## src/rtl/cache_mem_arbiter_pkg.sv

```systemverilog
// rv32i_types: shared arbiter types.
//   arb_state_t : arbiter FSM states (IDLE, I_BUSY, D_BUSY, DONE)
//   arb_grant_t : which cache owns the memory port (GRANT_I, GRANT_D)
// Configuration macro used by the arbiter files: ARB_ROUND_ROBIN_EN.
package rv32i_types;

    typedef enum logic [1:0] {
        IDLE   = 2'd0,
        I_BUSY = 2'd1,
        D_BUSY = 2'd2,
        DONE   = 2'd3
    } arb_state_t;

    typedef enum logic {
        GRANT_I = 1'b0,
        GRANT_D = 1'b1
    } arb_grant_t;

endpackage

```

## src/rtl/cache_mem_arbiter_priority_select.sv

```systemverilog
// arb_priority_select: combinational winner pick between I-cache and D-cache.
// Ports:
//   icache_read  in  I-cache request
//   dcache_req   in  D-cache request (read or write)
//   last_grant   in  requester served most recently
//   grant        out winner (only meaningful when some request is high)
// Macro ARB_ROUND_ROBIN_EN: when defined, a conflict goes to the requester
// not served last; otherwise the D-cache always wins a conflict.
module arb_priority_select
    import rv32i_types::*;
(
    input  logic       icache_read,
    input  logic       dcache_req,
    input  arb_grant_t last_grant,
    output arb_grant_t grant
);

`ifdef ARB_ROUND_ROBIN_EN
    always_comb begin
        grant = GRANT_I;
        if (icache_read && dcache_req) begin
            grant = (last_grant == GRANT_I) ? GRANT_D : GRANT_I;
        end else if (dcache_req) begin
            grant = GRANT_D;
        end
    end
`else
    // Fixed priority has no history; the port is kept so both builds share
    // one interface.
    logic unused_last_grant;
    assign unused_last_grant = last_grant;

    always_comb begin
        grant = GRANT_I;
        if (dcache_req) begin
            grant = GRANT_D;
        end
    end
`endif

endmodule

```

## src/rtl/cache_mem_arbiter.sv

```systemverilog
// cache_mem_arbiter: shares one physical-memory line port between the
// I-cache (read-only) and the D-cache (read/write). One requester owns the
// port from grant until pmem_resp; address, write data and operation are
// latched at grant so requester inputs may change afterwards.
// Ports:
//   clk, rst                         clock, synchronous active-high reset
//   icache_read/address              I-cache request
//   icache_rdata/resp                I-cache response
//   dcache_read/write/address/wdata  D-cache request
//   dcache_rdata/resp                D-cache response
//   pmem_read/write/address/wdata    memory request (registered)
//   pmem_rdata/resp                  memory response
// Macro ARB_ROUND_ROBIN_EN selects round-robin conflict resolution with a
// last_grant flop; undefined gives fixed D-over-I priority.
module cache_mem_arbiter
    import rv32i_types::*;
#(
    parameter int ADDR_W = 32,
    parameter int LINE_W = 256
) (
    input  logic              clk,
    input  logic              rst,
    input  logic              icache_read,
    input  logic [ADDR_W-1:0] icache_address,
    output logic [LINE_W-1:0] icache_rdata,
    output logic              icache_resp,
    input  logic              dcache_read,
    input  logic              dcache_write,
    input  logic [ADDR_W-1:0] dcache_address,
    input  logic [LINE_W-1:0] dcache_wdata,
    output logic [LINE_W-1:0] dcache_rdata,
    output logic              dcache_resp,
    output logic              pmem_read,
    output logic              pmem_write,
    output logic [ADDR_W-1:0] pmem_address,
    output logic [LINE_W-1:0] pmem_wdata,
    input  logic [LINE_W-1:0] pmem_rdata,
    input  logic              pmem_resp
);

    arb_state_t        state_q, state_d;
    logic              rd_q, rd_d;
    logic              wr_q, wr_d;
    logic [ADDR_W-1:0] addr_q, addr_d;
    logic [LINE_W-1:0] wdata_q, wdata_d;
    arb_grant_t        last_grant;
    arb_grant_t        win;
    logic              dcache_req;

    assign dcache_req = dcache_read | dcache_write;

`ifdef ARB_ROUND_ROBIN_EN
    arb_grant_t last_grant_q, last_grant_d;
    assign last_grant = last_grant_q;

    always_comb begin
        last_grant_d = last_grant_q;
        if (state_q == IDLE && (dcache_req || icache_read)) begin
            last_grant_d = win;
        end
    end

    always_ff @(posedge clk) begin
        if (rst) last_grant_q <= GRANT_I;
        else     last_grant_q <= last_grant_d;
    end
`else
    assign last_grant = GRANT_I;
`endif

    arb_priority_select u_sel (
        .icache_read (icache_read),
        .dcache_req  (dcache_req),
        .last_grant  (last_grant),
        .grant       (win)
    );

    always_comb begin
        state_d = state_q;
        rd_d    = rd_q;
        wr_d    = wr_q;
        addr_d  = addr_q;
        wdata_d = wdata_q;
        case (state_q)
            IDLE: begin
                if (dcache_req || icache_read) begin
                    if (win == GRANT_D) begin
                        state_d = D_BUSY;
                        // read+write together is resolved as a write
                        wr_d    = dcache_write;
                        rd_d    = ~dcache_write;
                        addr_d  = dcache_address;
                        wdata_d = dcache_wdata;
                    end else begin
                        state_d = I_BUSY;
                        rd_d    = 1'b1;
                        wr_d    = 1'b0;
                        addr_d  = icache_address;
                    end
                end
            end
            I_BUSY, D_BUSY: begin
                if (pmem_resp) begin
                    state_d = DONE;
                    rd_d    = 1'b0;
                    wr_d    = 1'b0;
                end
            end
            // One dead cycle so the requester can drop its request after resp.
            DONE:    state_d = IDLE;
            default: state_d = IDLE;
        endcase
    end

    always_ff @(posedge clk) begin
        if (rst) begin
            state_q <= IDLE;
            rd_q    <= 1'b0;
            wr_q    <= 1'b0;
            addr_q  <= '0;
            wdata_q <= '0;
        end else begin
            state_q <= state_d;
            rd_q    <= rd_d;
            wr_q    <= wr_d;
            addr_q  <= addr_d;
            wdata_q <= wdata_d;
        end
    end

    assign pmem_read    = rd_q;
    assign pmem_write   = wr_q;
    assign pmem_address = addr_q;
    assign pmem_wdata   = wdata_q;

    // Stray responses in IDLE/DONE never reach a cache.
    assign icache_resp  = pmem_resp & (state_q == I_BUSY);
    assign dcache_resp  = pmem_resp & (state_q == D_BUSY);
    assign icache_rdata = pmem_rdata;
    assign dcache_rdata = pmem_rdata;

endmodule

```

## config.mk

```make
export PLATFORM = sky130hd
export DESIGN_NAME = cache_mem_arbiter
export DESIGN_NICKNAME = d
export VERILOG_FILES = /design/src/rtl/cache_mem_arbiter_pkg.sv /design/src/rtl/cache_mem_arbiter_priority_select.sv /design/src/rtl/cache_mem_arbiter.sv
export SDC_FILE = /design/constraint.sdc
export NUM_CORES = 1
export LEC_CHECK = 0
export CORE_AREA = 2 2 544 546
export DETAILED_ROUTE_END_ITERATION = 12
export DIE_AREA = 0 0 546 548
export PLACE_DENSITY_LB_ADDON = 0.3
export SYNTH_ARGS = -nofsm -noshare
export SYNTH_HDL_FRONTEND = slang
export SYNTH_SLANG_ARGS = --single-unit
```

## constraint.sdc

```tcl
create_clock -name clk -period 3.55 [get_ports clk]
set_clock_uncertainty 0.2 [all_clocks]
set_input_delay 0.71 -clock clk [delete_from_list [all_inputs] [get_ports clk]]
set_output_delay 0.71 -clock clk [all_outputs]
set_load 0.05 [all_outputs]
```

==> results.toml, run 1 <==
[route]
vias_per_cell = 2.16
wl_per_cell_um = 24.7
drt_iter0_markers = 773
drt-pass1-iter-count = 7
drc = 0
ant_nets = 0
vias = 12700
drt_wl_total_um = 145000

[clock_network]
clk_pin_slew_worst_paths_ns = 0.06
cts_resized = 0
post-cts-setup-buffers = 0
clkLatencyLatePin_ns = 0.65
ctsHtreeMaxLevel = 2
clk_root_buffer_cell = "clkbuf_16"
clockBufferDepth = 3
cts_buffers = 46
hold_buffers = 0
cts.sinks = 292
cts_tree = "yes"

[critical_path]
cp-start-kind = "register"
worstRegToRegCells = 7
crit_path_top_delay_cell = "clkdlybuf4s50_1"
crit_end = "pmem_wdata[161]"
crit_fanout = 2
cp-end-kind = "primary output"
cp.required_ns = 2.64
cp_num_cells = 1
arrival_ns = 2.21
slowest_delay_ns = 1.09
r2r_end = "pmem_wdata[170]"
critPathLaunch = "pmem_wdata[161]"
r2r-start = "state_q[0]"
path_cells = "clkdlybuf4s50_1"
crit_family = "buffers and inverters"
path_class = "reg2out"
cp_num_buf_inv = 1
r2r_slack_ns = 1.31

[pwr]
power.density_nw_per_um2 = 813
ir_drop_mv = 0.414
power.leakage_nw = 7.20

[sta]
max_freq_ghz = 0.320
fin_crit_sh_pct = 87.9
slew_violations = 0
hold_violations = 0
rsz0062_at_grt = "no"
tns_ns = 0
worstMarginPinSlew_ns = 0.988
setup_violations = 0
period_minus_slack_ns = 3.12
slew_headroom_pct = 33.9

[placed_design]
placed_area_um2 = 21600
place.gp.congestion = 0.835
hpwl_um = 128000
port_buffers = 617

[floorplan]
core-area_um2 = 293000
initial_core_util_pct = 4.96
dieArea_um2 = 299000
die-width_um = 546
chipHeight_um = 548
ios = 1386
rows = 199

[outcome]
outcome = "complete, no violations"

[global_routing]
antenna_found_initial = 78
overflow = 0
grt_max_degree = 76
track_usage_pct = 9.33
grt_pass1_vias = 12800
grt_pass1_wl_um = 174000

[run]
maxCapViolations = 0

[finish]
fin_area_um2 = 23200
finalNetCount = 2499
synthToLayoutAreaGrowth_pct = 59.3
mostFrequentLayoutCells = "clkdlybuf4s50_1 (580), nand2_1 (544), dfxtp_1 (292)"
final_common_cell = "clkdlybuf4s50_1"
drive_above_1_share_pct = 9.03

[logic_synthesis]
synth_seq_cells = 292
synth_seq_area_share_pct = 40.2
synthCells = 1839
yosysUniqueCellTypes = 25
syn-num-nets = 2425
synth_area_um2 = 14500
yosysWarnings = 0
postSynthAreaPerCell_um2 = 7.91

[min_path]
hold_class = "reg2reg"
[metal layers]
metal / vias up / GRT usage, % / part of all wire (%)
met3: 462 / 10.6 / 25
met1: 5588 / 8.03 / 30
met4: 30 / 4.43 / 5.2
met2: 1101 / 13.2 / 40
met5: - / 0 / 0.14
li1: 5544 / - / -
[logic make-up after synthesis]
family / synth area share [%]
adder cells (fa/ha/maj): 0.344
buffers and inverters: 30.2
AND/OR/NAND/NOR: 15.4
flip-flops: 40.2
AO/OA/AOI/OAI: 13.8
multiplexers: 0.0688
[how the worst min path moves through the flow]
stage,endpoint,cells after the start,start,slack [ns]
2_1_floorplan,state_q[1],2,state_q[1],0.27
3_3_place_gp,pmem_wdata[208],2,pmem_wdata[208],0.24
3_5_place_dp,pmem_wdata[202],2,pmem_wdata[202],0.25
4_1_cts,pmem_wdata[211],3,dcache_wdata[211],0.25
5_1_grt,pmem_wdata[165],2,pmem_wdata[165],0.27
6_report,pmem_wdata[165],2,pmem_wdata[165],0.25
[cell type report]
cell class	count	area, um^2
Multi-Input combinational cell	924	4330
Fill cell	34300	270000
Clock inverter	20	275
Timing Repair Buffer	645	6480
Clock buffer	65	1310
Tap cell	3919	4900
Inverter	4	15.0
Antenna cell	9	22.5
Sequential cell	292	5850
[cells in the mapped netlist]
cell,n,area share [%]
buf_6,6,0.46
nor2_2,1,0.043
o21ai_2,1,0.060
o32ai_1,2,0.12
o41ai_1,1,0.060
nor2b_1,2,0.086
nand2_1,544,14
nand2b_1,2,0.086
dfxtp_1,292,40
and2_1,2,0.086
o21ai_0,35,1.2
nor2_1,35,0.90
o21a_2,1,0.060
a2111o_1,1,0.077
ha_1,4,0.34
a21oi_1,257,8.8
buf_4,516,27
mux2i_1,1,0.069
nor4b_4,1,0.16
clkbuf_1,40,1.0
a311oi_2,32,3.3
buf_2,57,2.0
o31a_1,1,0.060
inv_1,4,0.10
nor3_1,1,0.034
[state kept, by name, indices dropped and copies added (netlist names)]
name          cells
pmem_address     32
pmem_write        1
pmem_wdata      256
pmem_read         1
state_q           2
[worst min-delay path: cells and delay by family (launching register included)]
kind | cells | cell delay (ns)
AOI/OAI and AO/OA | 1 | 0.05
and+or+nand+nor | 1 | 0.05
DFF | 1 | 0.31
[metrics by stage]
step | std cells | hold WS (ns) | power, mW | setup slack, ns | util (%)
4_1_cts | 5869 | 0.252 | 19.5 | 0.270 | 7.90
3_3_place_gp | 5784 | 0.242 | 14.2 | 0.527 | 7.36
6_report | 5878 | 0.252 | 18.8 | 0.429 | 7.91
2_1_floorplan | 1839 | 0.266 | 11.3 | 1.52 | -
3_5_place_dp | 5784 | 0.247 | 14.3 | 0.524 | 7.36
5_1_grt | 5873 | 0.271 | 20.1 | 0.289 | 7.90
[report_power, final]
group,internal (mW),total [mW],switching (mW)
logic,2.59,9.22,6.63
clock network,2.95,4.99,2.04
registers,4.09,4.63,0.534
No activity file was read; power rests on OpenSTA's default activity.
==> run 2: changes to the inputs <==
--- a/config.mk
+++ b/config.mk
@@ -8,6 +8,7 @@
 export CORE_AREA = 2 2 544 546
 export DETAILED_ROUTE_END_ITERATION = 12
 export DIE_AREA = 0 0 546 548
+export HOLD_SLACK_MARGIN = 0.05
 export PLACE_DENSITY_LB_ADDON = 0.3
 export SYNTH_ARGS = -nofsm -noshare
 export SYNTH_HDL_FRONTEND = slang
==> results of run 2 <==
Final layout, timing and power as in run 1 (identical DEF).
